===== src/rtl/wb_arb_pkg.sv =====
// Shared types and constants for the wishbone bus arbiter.
//   arb_state_t : arbiter FSM states
//   wb_req_t    : request fields latched on the grant edge
//   SEL_ALL     : byte-select value driven for instruction fetches
package wb_arb_pkg;

    localparam int ARB_ADDR_W = 16;
    localparam int ARB_DATA_W = 16;
    localparam int ARB_SEL_W  = 4;

    localparam logic [ARB_SEL_W-1:0] SEL_ALL = '1;

    typedef enum logic [1:0] {
        IDLE,
        BUS_IF,
        BUS_D,
        DONE
    } arb_state_t;

    typedef struct packed {
        logic                  we;
        logic [ARB_ADDR_W-1:0] adr;
        logic [ARB_DATA_W-1:0] wdata;
        logic [ARB_SEL_W-1:0]  sel;
    } wb_req_t;

endpackage


===== src/rtl/wb_bus_arbiter_if.sv =====
// Bundle of every non-clock signal around the arbiter.
//   Requester side : if_req/if_adr -> if_ack/if_err/if_instr
//                    d_req/d_we/d_adr/d_wdata/d_sel -> d_ack/d_err/d_rdata
//   Wishbone side  : cyc_out/stb_out/we_out/adr_out/data_out/sel_out -> data_in/akn_in
// modport master : the arbiter itself (it masters the wishbone bus)
// modport slave  : the surroundings (fetch unit, load/store unit, wishbone slave)
interface wb_bus_arbiter_if
    import wb_arb_pkg::*;
#(
    parameter int ADDR_W = ARB_ADDR_W,
    parameter int DATA_W = ARB_DATA_W,
    parameter int SEL_W  = ARB_SEL_W
);

    logic              if_req;
    logic [ADDR_W-1:0] if_adr;
    logic              if_ack;
    logic              if_err;
    logic [DATA_W-1:0] if_instr;

    logic              d_req;
    logic              d_we;
    logic [ADDR_W-1:0] d_adr;
    logic [DATA_W-1:0] d_wdata;
    logic [SEL_W-1:0]  d_sel;
    logic              d_ack;
    logic              d_err;
    logic [DATA_W-1:0] d_rdata;

    logic              cyc_out;
    logic              stb_out;
    logic              we_out;
    logic [ADDR_W-1:0] adr_out;
    logic [DATA_W-1:0] data_out;
    logic [SEL_W-1:0]  sel_out;
    logic [DATA_W-1:0] data_in;
    logic              akn_in;

    modport master (
        input  if_req, if_adr, d_req, d_we, d_adr, d_wdata, d_sel, data_in, akn_in,
        output if_ack, if_err, if_instr, d_ack, d_err, d_rdata,
        output cyc_out, stb_out, we_out, adr_out, data_out, sel_out
    );

    modport slave (
        output if_req, if_adr, d_req, d_we, d_adr, d_wdata, d_sel, data_in, akn_in,
        input  if_ack, if_err, if_instr, d_ack, d_err, d_rdata,
        input  cyc_out, stb_out, we_out, adr_out, data_out, sel_out
    );

endinterface


===== src/rtl/wb_timeout_cnt.sv =====
// Bus-cycle watchdog counter.
//   clk, rst  : clock, synchronous active-high reset
//   clr_i     : return the count to zero (takes priority over en_i)
//   en_i      : count one more cycle
//   expired_o : count has reached TIMEOUT-1 (never asserted when TIMEOUT is 0)
module wb_timeout_cnt #(
    parameter int TIMEOUT = 255
) (
    input  logic clk,
    input  logic rst,
    input  logic clr_i,
    input  logic en_i,
    output logic expired_o
);

    localparam int CNT_W = (TIMEOUT > 1) ? $clog2(TIMEOUT) : 1;
    localparam logic [CNT_W-1:0] LAST = (TIMEOUT > 0) ? CNT_W'(TIMEOUT - 1) : '0;

    logic [CNT_W-1:0] cnt_q, cnt_d;

    always_comb begin
        cnt_d = cnt_q;
        if (clr_i) begin
            cnt_d = '0;
        end else if (en_i && !expired_o) begin
            cnt_d = cnt_q + CNT_W'(1);
        end
    end

    always_ff @(posedge clk) begin
        if (rst) begin
            cnt_q <= '0;
        end else begin
            cnt_q <= cnt_d;
        end
    end

    assign expired_o = (TIMEOUT != 0) && (cnt_q == LAST);

endmodule


===== src/rtl/wb_bus_arbiter.sv =====
// Shares one wishbone master port between the instruction-fetch unit
// (read-only) and the load/store unit. Data requests win unless fetch has
// already waited through MAX_D_RUN consecutive data grants. A watchdog aborts
// any bus cycle that sees no acknowledge for TIMEOUT cycles.
//   clk, rst : clock, synchronous active-high reset
//   bus      : wb_bus_arbiter_if.master, requester and wishbone signals
// Every output is driven straight from a register.
module wb_bus_arbiter
    import wb_arb_pkg::*;
#(
    parameter int ADDR_W    = ARB_ADDR_W,
    parameter int DATA_W    = ARB_DATA_W,
    parameter int SEL_W     = ARB_SEL_W,
    parameter int MAX_D_RUN = 4,
    parameter int TIMEOUT   = 255
) (
    input  logic             clk,
    input  logic             rst,
    wb_bus_arbiter_if.master bus
);

    localparam int RUN_W = $clog2(MAX_D_RUN + 1);
    localparam logic [RUN_W-1:0] RUN_MAX = RUN_W'(MAX_D_RUN);

    arb_state_t        state_q, state_d;
    wb_req_t           req_q, req_d;
    logic [RUN_W-1:0]  run_q, run_d;
    logic              act_q, act_d;      // drives both cyc_out and stb_out
    logic              if_ack_q, if_ack_d;
    logic              if_err_q, if_err_d;
    logic              d_ack_q, d_ack_d;
    logic              d_err_q, d_err_d;
    logic [DATA_W-1:0] if_instr_q, if_instr_d;
    logic [DATA_W-1:0] d_rdata_q, d_rdata_d;

    logic in_bus;
    logic tmo_expired;

    assign in_bus = (state_q == BUS_IF) || (state_q == BUS_D);

    wb_timeout_cnt #(
        .TIMEOUT(TIMEOUT)
    ) u_tmo (
        .clk      (clk),
        .rst      (rst),
        .clr_i    (!in_bus),
        .en_i     (in_bus),
        .expired_o(tmo_expired)
    );

    always_comb begin
        state_d    = state_q;
        req_d      = req_q;
        run_d      = run_q;
        act_d      = act_q;
        if_ack_d   = 1'b0;
        if_err_d   = 1'b0;
        d_ack_d    = 1'b0;
        d_err_d    = 1'b0;
        if_instr_d = if_instr_q;
        d_rdata_d  = d_rdata_q;

        case (state_q)
            IDLE: begin
                if (bus.d_req && !(bus.if_req && run_q == RUN_MAX)) begin
                    state_d   = BUS_D;
                    act_d     = 1'b1;
                    req_d.we  = bus.d_we;
                    req_d.adr = ARB_ADDR_W'(bus.d_adr);
                    req_d.wdata = ARB_DATA_W'(bus.d_wdata);
                    req_d.sel = ARB_SEL_W'(bus.d_sel);
                    // With fetch waiting, run_q is below RUN_MAX here, so
                    // the increment cannot overflow the saturation point.
                    run_d = bus.if_req ? run_q + RUN_W'(1) : '0;
                end else if (bus.if_req) begin
                    state_d     = BUS_IF;
                    act_d       = 1'b1;
                    req_d.we    = 1'b0;
                    req_d.adr   = ARB_ADDR_W'(bus.if_adr);
                    req_d.wdata = '0;
                    req_d.sel   = SEL_ALL;
                    run_d       = '0;
                end
            end

            BUS_IF, BUS_D: begin
                // Acknowledge is tested first so it wins over a same-edge expiry.
                if (bus.akn_in) begin
                    state_d = DONE;
                    act_d   = 1'b0;
                    if (state_q == BUS_IF) begin
                        if_ack_d   = 1'b1;
                        if_instr_d = bus.data_in;
                    end else begin
                        d_ack_d = 1'b1;
                        if (!req_q.we) begin
                            d_rdata_d = bus.data_in;
                        end
                    end
                end else if (tmo_expired) begin
                    state_d = DONE;
                    act_d   = 1'b0;
                    if (state_q == BUS_IF) begin
                        if_err_d = 1'b1;
                    end else begin
                        d_err_d = 1'b1;
                    end
                end
            end

            // Requests are not looked at here: the requester is still seeing
            // its ack/err and may not have dropped req yet.
            DONE: state_d = IDLE;

            default: state_d = IDLE;
        endcase
    end

    always_ff @(posedge clk) begin
        if (rst) begin
            state_q    <= IDLE;
            req_q      <= '0;
            run_q      <= '0;
            act_q      <= 1'b0;
            if_ack_q   <= 1'b0;
            if_err_q   <= 1'b0;
            d_ack_q    <= 1'b0;
            d_err_q    <= 1'b0;
            if_instr_q <= '0;
            d_rdata_q  <= '0;
        end else begin
            state_q    <= state_d;
            req_q      <= req_d;
            run_q      <= run_d;
            act_q      <= act_d;
            if_ack_q   <= if_ack_d;
            if_err_q   <= if_err_d;
            d_ack_q    <= d_ack_d;
            d_err_q    <= d_err_d;
            if_instr_q <= if_instr_d;
            d_rdata_q  <= d_rdata_d;
        end
    end

    assign bus.cyc_out  = act_q;
    assign bus.stb_out  = act_q;
    assign bus.we_out   = req_q.we;
    assign bus.adr_out  = ADDR_W'(req_q.adr);
    assign bus.data_out = DATA_W'(req_q.wdata);
    assign bus.sel_out  = SEL_W'(req_q.sel);
    assign bus.if_ack   = if_ack_q;
    assign bus.if_err   = if_err_q;
    assign bus.if_instr = if_instr_q;
    assign bus.d_ack    = d_ack_q;
    assign bus.d_err    = d_err_q;
    assign bus.d_rdata  = d_rdata_q;

endmodule


===== src/flat_wrapper.sv =====
// flat-port wrapper written by rule: the top's interface ports become plain ports
module wb_bus_arbiter_flat import wb_arb_pkg::*;
#(
    parameter int ADDR_W    = ARB_ADDR_W,
    parameter int DATA_W    = ARB_DATA_W,
    parameter int SEL_W     = ARB_SEL_W,
    parameter int MAX_D_RUN = 4,
    parameter int TIMEOUT   = 255
)
  (clk, rst, bus_if_req, bus_if_adr, bus_d_req, bus_d_we, bus_d_adr, bus_d_wdata, bus_d_sel, bus_data_in, bus_akn_in, bus_if_ack, bus_if_err, bus_if_instr, bus_d_ack, bus_d_err, bus_d_rdata, bus_cyc_out, bus_stb_out, bus_we_out, bus_adr_out, bus_data_out, bus_sel_out);
  wb_bus_arbiter_if #(.ADDR_W(ADDR_W), .DATA_W(DATA_W), .SEL_W(SEL_W)) bus_i ();
  input  logic clk;
  input  logic rst;
  input wire logic [$bits(bus_i.if_req)-1:0] bus_if_req;
  input wire logic [$bits(bus_i.if_adr)-1:0] bus_if_adr;
  input wire logic [$bits(bus_i.d_req)-1:0] bus_d_req;
  input wire logic [$bits(bus_i.d_we)-1:0] bus_d_we;
  input wire logic [$bits(bus_i.d_adr)-1:0] bus_d_adr;
  input wire logic [$bits(bus_i.d_wdata)-1:0] bus_d_wdata;
  input wire logic [$bits(bus_i.d_sel)-1:0] bus_d_sel;
  input wire logic [$bits(bus_i.data_in)-1:0] bus_data_in;
  input wire logic [$bits(bus_i.akn_in)-1:0] bus_akn_in;
  output wire logic [$bits(bus_i.if_ack)-1:0] bus_if_ack;
  output wire logic [$bits(bus_i.if_err)-1:0] bus_if_err;
  output wire logic [$bits(bus_i.if_instr)-1:0] bus_if_instr;
  output wire logic [$bits(bus_i.d_ack)-1:0] bus_d_ack;
  output wire logic [$bits(bus_i.d_err)-1:0] bus_d_err;
  output wire logic [$bits(bus_i.d_rdata)-1:0] bus_d_rdata;
  output wire logic [$bits(bus_i.cyc_out)-1:0] bus_cyc_out;
  output wire logic [$bits(bus_i.stb_out)-1:0] bus_stb_out;
  output wire logic [$bits(bus_i.we_out)-1:0] bus_we_out;
  output wire logic [$bits(bus_i.adr_out)-1:0] bus_adr_out;
  output wire logic [$bits(bus_i.data_out)-1:0] bus_data_out;
  output wire logic [$bits(bus_i.sel_out)-1:0] bus_sel_out;
  assign bus_i.if_req = bus_if_req;
  assign bus_i.if_adr = bus_if_adr;
  assign bus_i.d_req = bus_d_req;
  assign bus_i.d_we = bus_d_we;
  assign bus_i.d_adr = bus_d_adr;
  assign bus_i.d_wdata = bus_d_wdata;
  assign bus_i.d_sel = bus_d_sel;
  assign bus_i.data_in = bus_data_in;
  assign bus_i.akn_in = bus_akn_in;
  assign bus_if_ack = bus_i.if_ack;
  assign bus_if_err = bus_i.if_err;
  assign bus_if_instr = bus_i.if_instr;
  assign bus_d_ack = bus_i.d_ack;
  assign bus_d_err = bus_i.d_err;
  assign bus_d_rdata = bus_i.d_rdata;
  assign bus_cyc_out = bus_i.cyc_out;
  assign bus_stb_out = bus_i.stb_out;
  assign bus_we_out = bus_i.we_out;
  assign bus_adr_out = bus_i.adr_out;
  assign bus_data_out = bus_i.data_out;
  assign bus_sel_out = bus_i.sel_out;
  wb_bus_arbiter #(.ADDR_W(ADDR_W), .DATA_W(DATA_W), .SEL_W(SEL_W), .MAX_D_RUN(MAX_D_RUN), .TIMEOUT(TIMEOUT)) u_core (.clk(clk), .rst(rst), .bus(bus_i));
endmodule

===== config.mk =====
export PLATFORM = sky130hd
export DESIGN_NAME = wb_bus_arbiter_flat
export DESIGN_NICKNAME = d
export VERILOG_FILES = /design/src/rtl/wb_arb_pkg.sv /design/src/rtl/wb_bus_arbiter_if.sv /design/src/rtl/wb_timeout_cnt.sv /design/src/rtl/wb_bus_arbiter.sv /design/src/flat_wrapper.sv
export SDC_FILE = /design/constraint.sdc
export NUM_CORES = 1
export LEC_CHECK = 0
export ABC_AREA = 1
export CAP_MARGIN = 40
export CORE_ASPECT_RATIO = 1.1
export CORE_UTILIZATION = 46
export DETAILED_ROUTE_END_ITERATION = 7
export PLACE_DENSITY = 0.85
export SLEW_MARGIN = 20
export SYNTH_ARGS = -nofsm -noshare
export SYNTH_HDL_FRONTEND = slang
export SYNTH_SLANG_ARGS = --single-unit

===== constraint.sdc =====
create_clock -name clk -period 2.7 [get_ports clk]
set_input_delay 0.405 -clock clk [delete_from_list [all_inputs] [get_ports clk]]
set_output_delay 0.405 -clock clk [all_outputs]
set_load 0.005 [all_outputs]

# After elaboration in Yosys (flattened, before gate mapping)
# Index checks and enable logic that the tools add are counted.
# Widths: inputs -> output; s select.
[op_classes] shifts=0 reduce_logical=18 bitwise_logic=6 div=0 mul=0 order_cmp=0 n_eq_ne=7 addsub=2 n_mux=17
[op_table] operator="$mux 37" count=2
[op_table] operator="$mux 3" count=3
[op_table] operator="$add 8x1->8 const B" count=1
[op_table] operator="$eq 8x8->1 const B" count=1
[op_table] operator="$mux 2" count=4
[op_table] operator="$mux 1" count=6
[op_table] operator="$not 1->1" count=6
[op_table] operator="$pmux 2 s3" count=1
[op_table] operator="$reduce_and 3->1" count=2
[op_table] operator="$eq 2x2->1 const B" count=2
[op_table] operator="$reduce_and 2->1" count=2
[op_table] operator="$reduce_and 4->1" count=1
[op_table] operator="$reduce_bool 2->1" count=2
[op_table] operator="$reduce_or 2->1" count=2
[op_table] operator="$reduce_or 4->1" count=1
[op_table] operator="$add 3x1->3 const B" count=1
[op_table] operator="$eq 3x3->1 const B" count=1
[op_table] operator="$logic_and 1x1->1" count=3
[op_table] operator="$ne 3x2->1 const B" count=1
[op_table] operator="$ne 3x3->1 const B" count=1
[op_table] operator="$reduce_or 3->1" count=1
[op_table] operator="$eq 2x1->1 const B" count=1
[op_table] operator="$logic_not 1->1" count=2
[op_table] operator="$logic_not 2->1" count=1
[op_table] operator="2 further kinds" count=2
[totals] out_inout_bits=75 word_cells=64 rom_bits=0 inputBits=74 regBits=87 latch_bits=0 mem_bits_rw=0 memories=0

# Longest topological paths before layout
# Gate-level depths: netlist of the first run.
[depth] depth_word=6 ltp_mapped=10 ltp_nobuf=10

# Cells and area by module
# Synthesis of the first run repeated with hierarchy kept, for this count alone.
[hier_totals] hier_cells=510 hier_area_um2=3756.1
[modules_own_cells] module="wb_bus_arbiter" cells_each=441 seq_area_each_um2=1581.5 area_each_um2=3278.1 n_inst=1
[modules_own_cells] module="wb_timeout_cnt" cells_each=69 seq_area_each_um2=160.2 area_each_um2=478.0 n_inst=1

# Least setup slack after synthesis of the first run
# OpenSTA, ideal clock, no wires.
[synth_timing] path_kind="register to register" start="reg u_core.state_q[0]" end="reg u_core.if_instr_q[0] (netlist: u_core.bus.if_instr[0])" stages_incl_launch_ff=9 required_time_ns=2.568 slack_ns=1.159 setup_time_ns=0.132 arrival_time_ns=1.409 cell_sequence="dfxtp_1 inv_1 ha_1 nand2_1 inv_2 nand2_1 buf_2 nand2_1 a21oi_1"
[synth_between] elab_chain_cells=3 word_cells_on_any_way=4
[synth_lines] element="from (decl)" line="wb_bus_arbiter.sv:25" source="arb_state_t state_q, state_d;"
[synth_lines] element="from (signal assigned)" line="wb_bus_arbiter.sv:132" source="state_q <= state_d;"
[synth_lines] element="$eq 2x2->1 / $eq 2x1->1 (equally long branches)" line="wb_bus_arbiter.sv:63, wb_bus_arbiter.sv:91"
[synth_lines] element="$reduce_or 2->1" line="wb_bus_arbiter.sv:63" source="case (state_q)"
[synth_lines] element="$reduce_and 3->1 (no source line) (*)"
[synth_lines] element="to (signal assigned)" line="wb_bus_arbiter.sv:140" source="if_instr_q <= if_instr_d;"
[synth_lines] element="to (decl)" line="wb_bus_arbiter.sv:33" source="logic [DATA_W-1:0] if_instr_q, if_instr_d;"
# Mark *: on every way between the ends. The rest lies on a longest branch, timed or not.
# A chain may end at the register's enable or synchronous reset.

# Final worst setup path of the first run
# Same ends and word-level chain as after synthesis.

==> results.ini, run 1 <==
[pwr]
p_leak_nw=2.15
power.internal_mw=3.14
seqPwrFrac=0.364
power_frac_comb=0.404
clock_power_share=0.233
switchingPower_mw=1.67
ir_worst_vdd_uv=559
netSwitchingFraction=0.347
power.density_nw_per_um2=897

[route]
ant_nets=0
routedWlPerCell_um=13.3
vias=3612
firstDrtPassIters=4
drc=0
vias_per_cell=5.01
drt_iter0_markers=117
wl_um=9560

[sta]
holdWs_ns=0.467
worst_pin_slew_ns=0.530
period_needed_ns=2.06
final_hold_viol_count=0
tns_ns=0
rsz0062_at_grt=false
relSlewSlack=0.646
fin_skew_ns=0.00898
worst_slack_ns=0.644
slew_viol_final=0
timing.final.crit_share=0.761
clock.fmax_ghz=0.486
setup_violations=0

[min_path]
hp-class=reg -> reg

[yosys]
synthFlopType=dfxtp_1
yosysWarnings=0
synth_xor_area_frac=0.00976
muxShareOfSynthArea=0
syn_area_per_cell_um2=7.61
synth_top_family_by_area=simple AND/OR/NAND/NOR gates
ys_types=29
synth_seq_area_share=0.485
yosysMostFrequentCell=nand2_1
synthTopCellsByArea=dfxtp_1 (49%), nand2_1 (11%), a21oi_1 (8.2%)
syn_area_um2=3590
synth_compound_area_frac=0.177
yosysTopAreaCellShare=0.485
synthArstFlopShare=0
ys_ff_latch=87
synth_simple_gate_area_frac=0.223
yosysTopAreaCell=dfxtp_1
synth_nets=554
syn_inst=472
synthAdderAreaFrac=0.0279
synth-edff-count=0
synth_common_cells=nand2_1 (107), dfxtp_1 (87), a21oi_1 (59), nor2_1 (51), o21ai_0 (40)

[place]
dpl.hpwl_um=6930
io_buffers=148
place_ws_ns=0.639
place.gp.congestion=0.898

[floorplanning]
num_rows=33
core_um2=7510
num_io_pins=149
die-area_um2=8160
die_w_um=86.2
die_h_um=94.7
start_util=0.478

[run_status]
outcome=complete, no violations

[critical_path]
crit_type=reg -> reg
path_buf_inv=2
setup.worst_path.end_class=flip-flop
slowest_delay_ns=0.43
crit_top_cell=nand2_1
worst_path_max_delay_cell=ha_1
crit_family=simple AND/OR/NAND/NOR gates
start_kind=flip-flop
required_ns=2.92
cp_max_fo=18
arrival_ns=2.27
cp_cell_sequence=inv_1 > ha_1 > nand2_1 > inv_2 > nand2_1 > nand2_1 > a21oi_1

[clock_network]
cts_made_buffers=9
path_clk_slew_ns=0.09
cts_buffer_depth=2
cts-root-buf=clkbuf_8
htreeDepth=3
clock-sinks=87
hold_buffers=0
tritoncts=built
post_cts_buffers=0
insertion_delay_ns=0.35
cts_resized=0

[finish]
fin_nets=693
fill_cells=603
antenna_cells=0
layout-drive-gt1-share=0.0455
seqCellArea_um2=1740
area_growth_syn_to_layout_pct=49.2
multiInputGateArea_um2=1570

[grt]
grt_overflow=0
grt_max_degree=39
antenna_found_initial=0
grt_usage=0.237
grt_pass1_wl_um=15400
grt_pass1_vias=3494

[job]
maxCapViolCount=0

cell usage in the layout, fill, tap and decap left out:
cell type	Yosys	final
buf_4	4	4
a21oi_1	59	59
nand3_2	1	1
nand3b_1	1	1
ha_1	8	8
nand4_1	2	2
inv_1	35	35
clkdlybuf4s50_1	0	148
nor2_1	51	51
nand2_1	107	107
inv_8	0	1
clkinvlp_4	0	2
xnor2_1	2	2
a21o_1	16	16
dfxtp_1	87	87
nand2_2	1	1
o21ai_0	40	40
nor3_1	5	5
nor4_1	1	1
clkbuf_8	0	10
nor2_4	1	1
xor2_1	2	2
inv_4	1	1
nand3_1	22	22
inv_2	2	2
nor4b_1	1	1
nand2_4	1	1
o21ai_1	1	1
bufinv_16	0	3
o21ai_4	1	1
power by group through the flow:
| stage | clock, mW | combinational (mW) | sequential, mW |
|---|---|---|---|
| floorplan | 0 | 1.07 | 1.78 |
| global placement | 0 | 1.87 | 1.76 |
| detailed placement | 0 | 1.93 | 1.77 |
| CTS | 1.13 | 1.95 | 1.75 |
| global route | 1.20 | 2.17 | 1.78 |
| finish | 1.12 | 1.94 | 1.75 |
worst paths after layout:
path	slack (ns)	start	to	depth (start not counted)
worst max-delay path	0.64	u_core.state_q[0]	u_core.bus.if_instr[0]	7
worst max register to register	0.64	u_core.state_q[0]	u_core.bus.if_instr[0]	7
worst min-delay path	0.47	u_core.bus.data_out[15]	u_core.bus.data_out[15]	2
worst min register to register	0.47	u_core.bus.data_out[15]	u_core.bus.data_out[15]	2
cell type report:
cell class / instances / area share
flip-flops and latches: 87 / 0.325
multi-input cells: 323 / 0.294
repair buffers: 152 / 0.282
inverters: 38 / 0.0271
clock buffers: 10 / 0.0257
well taps: 105 / 0.0245
clock inverters: 6 / 0.0217
metal layers:
layer,global-route usage,up-vias,share of wire
met5,0,-,0
met4,0.0694,0,0.010
met3,0.0778,10,0.075
met2,0.448,122,0.51
met1,0.248,1676,0.41
li1,-,1804,-
metrics by stage:
| step | cell area [um^2] | total power, mW | util | std cells |
|---|---|---|---|---|
| finish | 5360 | 4.80 | 0.713 | 721 |
| global route | 5360 | 5.15 | 0.713 | 721 |
| CTS | 5360 | 4.83 | 0.713 | 721 |
| detailed placement | 5100 | 3.70 | 0.679 | 705 |
| global placement | 5100 | 3.63 | 0.679 | 705 |
| floorplan | 3590 | 2.85 | - | 472 |
flip-flops by register name, summed over array words and instances, names as in the netlist:
name / cells
u_core.bus.if_instr: 16
u_core.bus.data_out: 16
u_core.bus.d_err: 1
u_core.bus.we_out: 1
u_core.bus.if_err: 1
u_core.bus.adr_out: 16
u_core.bus.sel_out: 4
u_core.run_q: 3
u_core.state_q: 2
u_core.bus.if_ack: 1
u_core.bus.d_ack: 1
u_core.u_tmo.cnt_q: 8
u_core.bus.d_rdata: 16
u_core.bus.cyc_out: 1
worst reg2reg max path, cell delays in order, from the launching register on:
cell,delay (ns)
dfxtp_1,0.38
inv_1,0.10
ha_1,0.43
nand2_1,0.12
inv_2,0.24
nand2_1,0.41
nand2_1,0.17
a21oi_1,0.08
cells by family (layout without fill, tap and decap cells):
logic type	Yosys count	in the layout
AND/OR/NAND/NOR	194	194
AO/OA/AOI/OAI	117	117
flip-flops	87	87
buffers and inverters	62	206
adder cells (fa/ha/maj)	8	8
XOR/XNOR	4	4
Power figures use the tool's default switching activity.
==> run 2, diff against run 1 <==
CORE_UTILIZATION = 43   (was 46)
PLACE_DENSITY = 0.8   (was 0.85)
clock period = 1.99 ns   (was 2.7 ns; I/O delays follow)
==> run 2 against run 1 <==
  * Fmax is 14% higher
  * Largest power group unchanged
  * Final area decreased by 0.14%
  * Sequential share of layout area about the same
  * First-iteration DRC count rose by 31%
  * Setup slack worse by 0.46 ns
  * Routed wire length is 0.66% lower
  * Sequential power grew 35%
  * Global-route usage is 1.2 points lower
  * Clock skew increased by 0.0048 ns
==> results.ini, run 2 (synthesis gave the netlist of run 1 again) <==
[critical_path]
cp_max_fo=17
start_kind=flip-flop
crit_type=reg -> reg
setup.worst_path.end_class=flip-flop
arrival_ns=2.08
required_ns=2.26

[pwr]
p_leak_nw=2.16
power.density_nw_per_um2=1190
ir_worst_vdd_uv=683

[finish]
fin_util=0.669
antenna_cells=0
mostFrequentLayoutCell=clkdlybuf4s50_1
fill_cells=695
most-common-layout-cells=clkdlybuf4s50_1 (148), nand2_1 (107), dfxtp_1 (87)
instances_no_fill=728
layout-drive-gt1-share=0.0516
area_growth_syn_to_layout_pct=49.0
fin_nets=697

[sta]
worst_pin_slew_ns=0.549
rsz0062_at_grt=false
relSlewSlack=0.633
period_needed_ns=1.81
timing.final.crit_share=0.909
clock.fmax_ghz=0.553
setup_violations=0
slew_viol_final=0
fin_skew_ns=0.0138
final_hold_viol_count=0
tns_ns=0

[floorplanning]
num_rows=34
die_w_um=89.1
num_io_pins=149
die-area_um2=8720
core_um2=8000
die_h_um=97.8
start_util=0.449

[clock_network]
path_clk_slew_ns=0.09
clock-sinks=87
cts_resized=0
hold_buffers=0
cts_made_buffers=9
cts-root-buf=clkbuf_8
cts_buffer_depth=2
tritoncts=built
post_cts_buffers=0
insertion_delay_ns=0.35
htreeDepth=3

[grt]
grt_max_degree=39
antenna_found_initial=0
grt_overflow=0
grt_pass1_vias=3519
grt_pass1_wl_um=15600
grt_usage=0.225

[place]
dpl.hpwl_um=7130
numPlacedInstances=712
io_buffers=148
place.gp.congestion=0.832

[route]
firstDrtPassIters=4
vias_per_cell=4.97
drt_iter0_markers=153
routedWlPerCell_um=13.0
ant_nets=0
drc=0
wl_um=9500
vias=3621

[run_status]
outcome=complete, no violations

[job]
maxCapViolCount=0

[min_path]
hp-class=reg -> reg

## run 2: cell count changes in the layout (fill, tap and decap cells not counted), sizes merged
cell	delta
buf	+4
clkinv	+1
inv	+2
bufinv	-2
clkinvlp	-1
## run 2: power by group
| group | total [mW] | switching, mW | internal, mW |
|---|---|---|---|
| logic | 2.69 | 1.40 | 1.29 |
| registers | 2.37 | 0.225 | 2.15 |
| clock network | 1.29 | 0.660 | 0.635 |
| total | 6.36 | 2.29 | 4.07 |
## run 2: worst paths after layout
kind / from / endpoint / slack (ns) / depth (start not counted)
worst min register to register: u_core.bus.if_instr[9] / u_core.bus.if_instr[9] / 0.46 / 2
worst max register to register: u_core.state_q[0] / u_core.bus.if_instr[1] / 0.18 / 7
worst max-delay path: u_core.state_q[0] / u_core.bus.if_instr[1] / 0.18 / 7
worst min-delay path: u_core.bus.if_instr[9] / u_core.bus.if_instr[9] / 0.46 / 2
## run 2: per-layer routing
metal	wire length, um	part of all wire	up-vias	GRT usage
li1	-	-	1813	-
met1	3870	0.41	1635	0.259
met2	4640	0.49	152	0.386
met3	758	0.080	21	0.0541
met4	226	0.024	0	0.106
met5	0	0	-	0
## run 2: layout make-up
| type | count | area, um^2 | area share |
|---|---|---|---|
| sequential | 87 | 1740 | 0.326 |
| tap | 108 | 135 | 0.0253 |
| clock buffer | 10 | 138 | 0.0257 |
| inverter | 38 | 145 | 0.0271 |
| clock inverter | 6 | 75.1 | 0.0140 |
| multi-input combinational | 323 | 1570 | 0.294 |
| timing repair buffer | 156 | 1540 | 0.288 |
## run 2: through the flow
stage	area, um^2	hold slack [ns]	power, mW	setup WS (ns)
floorplan	3590	0.375	3.87	0.449
global placement	5140	0.451	5.02	0.171
detailed placement	5140	0.453	5.11	0.0980
CTS	5350	0.464	6.40	0.165
global route	5350	0.487	6.84	0.00175
finish	5350	0.465	6.36	0.181
## run 2: critical path, stage by stage, from the launching register on
cell,delay [ns]
dfxtp_1,0.37
inv_1,0.09
ha_1,0.35
nand2_1,0.11
inv_2,0.09
nand2_1,0.43
nand2_1,0.12
a21oi_1,0.18
==> run 3, diff against run 2 <==
clock period = 1.98 ns   (was 1.99 ns; I/O delays follow)
==> run 3 against run 2 <==
  * Sequential power is essentially flat
  * First-iteration DRC count shrank 28%
  * Via count shrank 1.1%
  * Flip-flop and latch count is the same
  * Critical path type unchanged
  * Largest cell class unchanged
  * Highest routed layer unchanged
==> results.ini, run 3 (synthesis gave the netlist of run 1 again) <==
[run_status]
outcome=complete, no violations

[place]
place_ws_ns=0.107
place.gp.congestion=0.832
io_buffers=148
dpl.hpwl_um=7100

[sta]
final_hold_viol_count=0
holdWs_ns=0.471
clock.fmax_ghz=0.554
worst_pin_slew_ns=0.555
rsz0062_at_grt=false
setup_violations=0
period_needed_ns=1.81
timing.final.crit_share=0.912
relSlewSlack=0.629
fin_skew_ns=0.0148
slew_viol_final=0
worst_slack_ns=0.174
tns_ns=0

[grt]
grt_max_degree=39
antenna_found_initial=0
grt_usage=0.222
grt_pass1_vias=3441
grt_pass1_wl_um=15300
grt_overflow=0

[clock_network]
path_clk_slew_ns=0.09
insertion_delay_ns=0.36
htreeDepth=3
cts_resized=0
cts_buffer_depth=2
clock-sinks=87
tritoncts=built
cts_made_buffers=9
cts-root-buf=clkbuf_8
hold_buffers=0
post_cts_buffers=0

[route]
vias=3581
drc=0
vias_per_cell=4.92
wl_um=9430
firstDrtPassIters=5
drt_iter0_markers=110
routedWlPerCell_um=13.0
ant_nets=0

[floorplanning]
die_w_um=89.1
start_util=0.449
num_io_pins=149
die-area_um2=8720
die_h_um=97.8
num_rows=34
core_um2=8000

[critical_path]
start_kind=flip-flop
r2r_slack_ns=0.17
critical_path_depth=7
reg2reg_to=u_core.bus.if_instr[1]
reg2regPathDepth=7
endpoint=u_core.bus.if_instr[1]
reg2reg_from=u_core.state_q[0]
cp_cell_sequence=inv_1 > ha_1 > nand2_1 > inv_2 > nand2_1 > nand2_1 > a21oi_1
slowest_delay_ns=0.43
crit_top_cell=nand2_1
setup.worst_path.end_class=flip-flop
required_ns=2.26
cp-startpoint=u_core.state_q[0]
path_buf_inv=2
crit_type=reg -> reg
cp_max_fo=17
crit_family=simple AND/OR/NAND/NOR gates
worst_path_max_delay_cell=nand2_1
arrival_ns=2.08

[finish]
most-common-layout-cells=clkdlybuf4s50_1 (148), nand2_1 (107), dfxtp_1 (87)
fill_cells=704
area_growth_syn_to_layout_pct=48.0
mostFrequentLayoutCell=clkdlybuf4s50_1
fin_nets=697
layout-drive-gt1-share=0.0500
antenna_cells=0

[pwr]
power.total_mw=6.21
power.density_nw_per_um2=1170
ir_worst_vdd_uv=652
p_leak_nw=2.13

[min_path]
hp-class=reg -> reg

[job]
maxCapViolCount=0

[run 3: cell type report]
type                    instances  area [um^2]  share of cell area
clock buffers                  10          128              0.0240
flip-flops and latches         87         1740               0.328
inverters                      38          145              0.0273
repair buffers                156         1540               0.290
well taps                     108          135              0.0254
clock inverters                 6         51.3             0.00965
multi-input cells             323         1570               0.296
[run 3: worst min-delay path, delay by kind of cell (launching register included)]
kind | cells | cell delay (ns)
compound gates | 1 | 0.05
flops | 1 | 0.32
simple gates | 1 | 0.06
[run 3: through the flow]
stage	util	std cells	cell area, um^2
6_report	0.665	728	5320
5_1_grt	0.665	728	5320
4_1_cts	0.665	728	5320
3_5_place_dp	0.642	712	5140
3_3_place_gp	0.642	712	5140
2_1_floorplan	-	472	3590
[run 3: where the power goes]
group	internal [mW]	switching (mW)	leakage, nW
Sequential	2.16	0.225	0.712
Clock	0.473	0.653	0.0814
Combinational	1.29	1.41	1.34
[run 3: per-layer routing]
| layer | vias to the layer above | global-route usage | wire length, um |
|---|---|---|---|
| met5 | - | 0 | 0 |
| met3 | 25 | 0.0465 | 689 |
| met1 | 1599 | 0.260 | 3920 |
| met4 | 0 | 0.103 | 280 |
| met2 | 145 | 0.380 | 4550 |
| li1 | 1812 | - | - |
[run 3: worst min-delay path by stage]
stage | startpoint | to | slack [ns] | cells past startpoint
after floorplan | bus_akn_in | u_core.bus.if_err | 0.37 | 1
after global placement | u_core.bus.if_instr[14] | u_core.bus.if_instr[14] | 0.45 | 2
final | u_core.bus.data_out[12] | u_core.bus.data_out[12] | 0.47 | 2
after detailed placement | u_core.bus.if_instr[9] | u_core.bus.if_instr[9] | 0.46 | 2
after global routing | bus_d_wdata[12] | u_core.bus.data_out[12] | 0.49 | 3
after CTS | u_core.bus.if_instr[9] | u_core.bus.if_instr[9] | 0.47 | 2
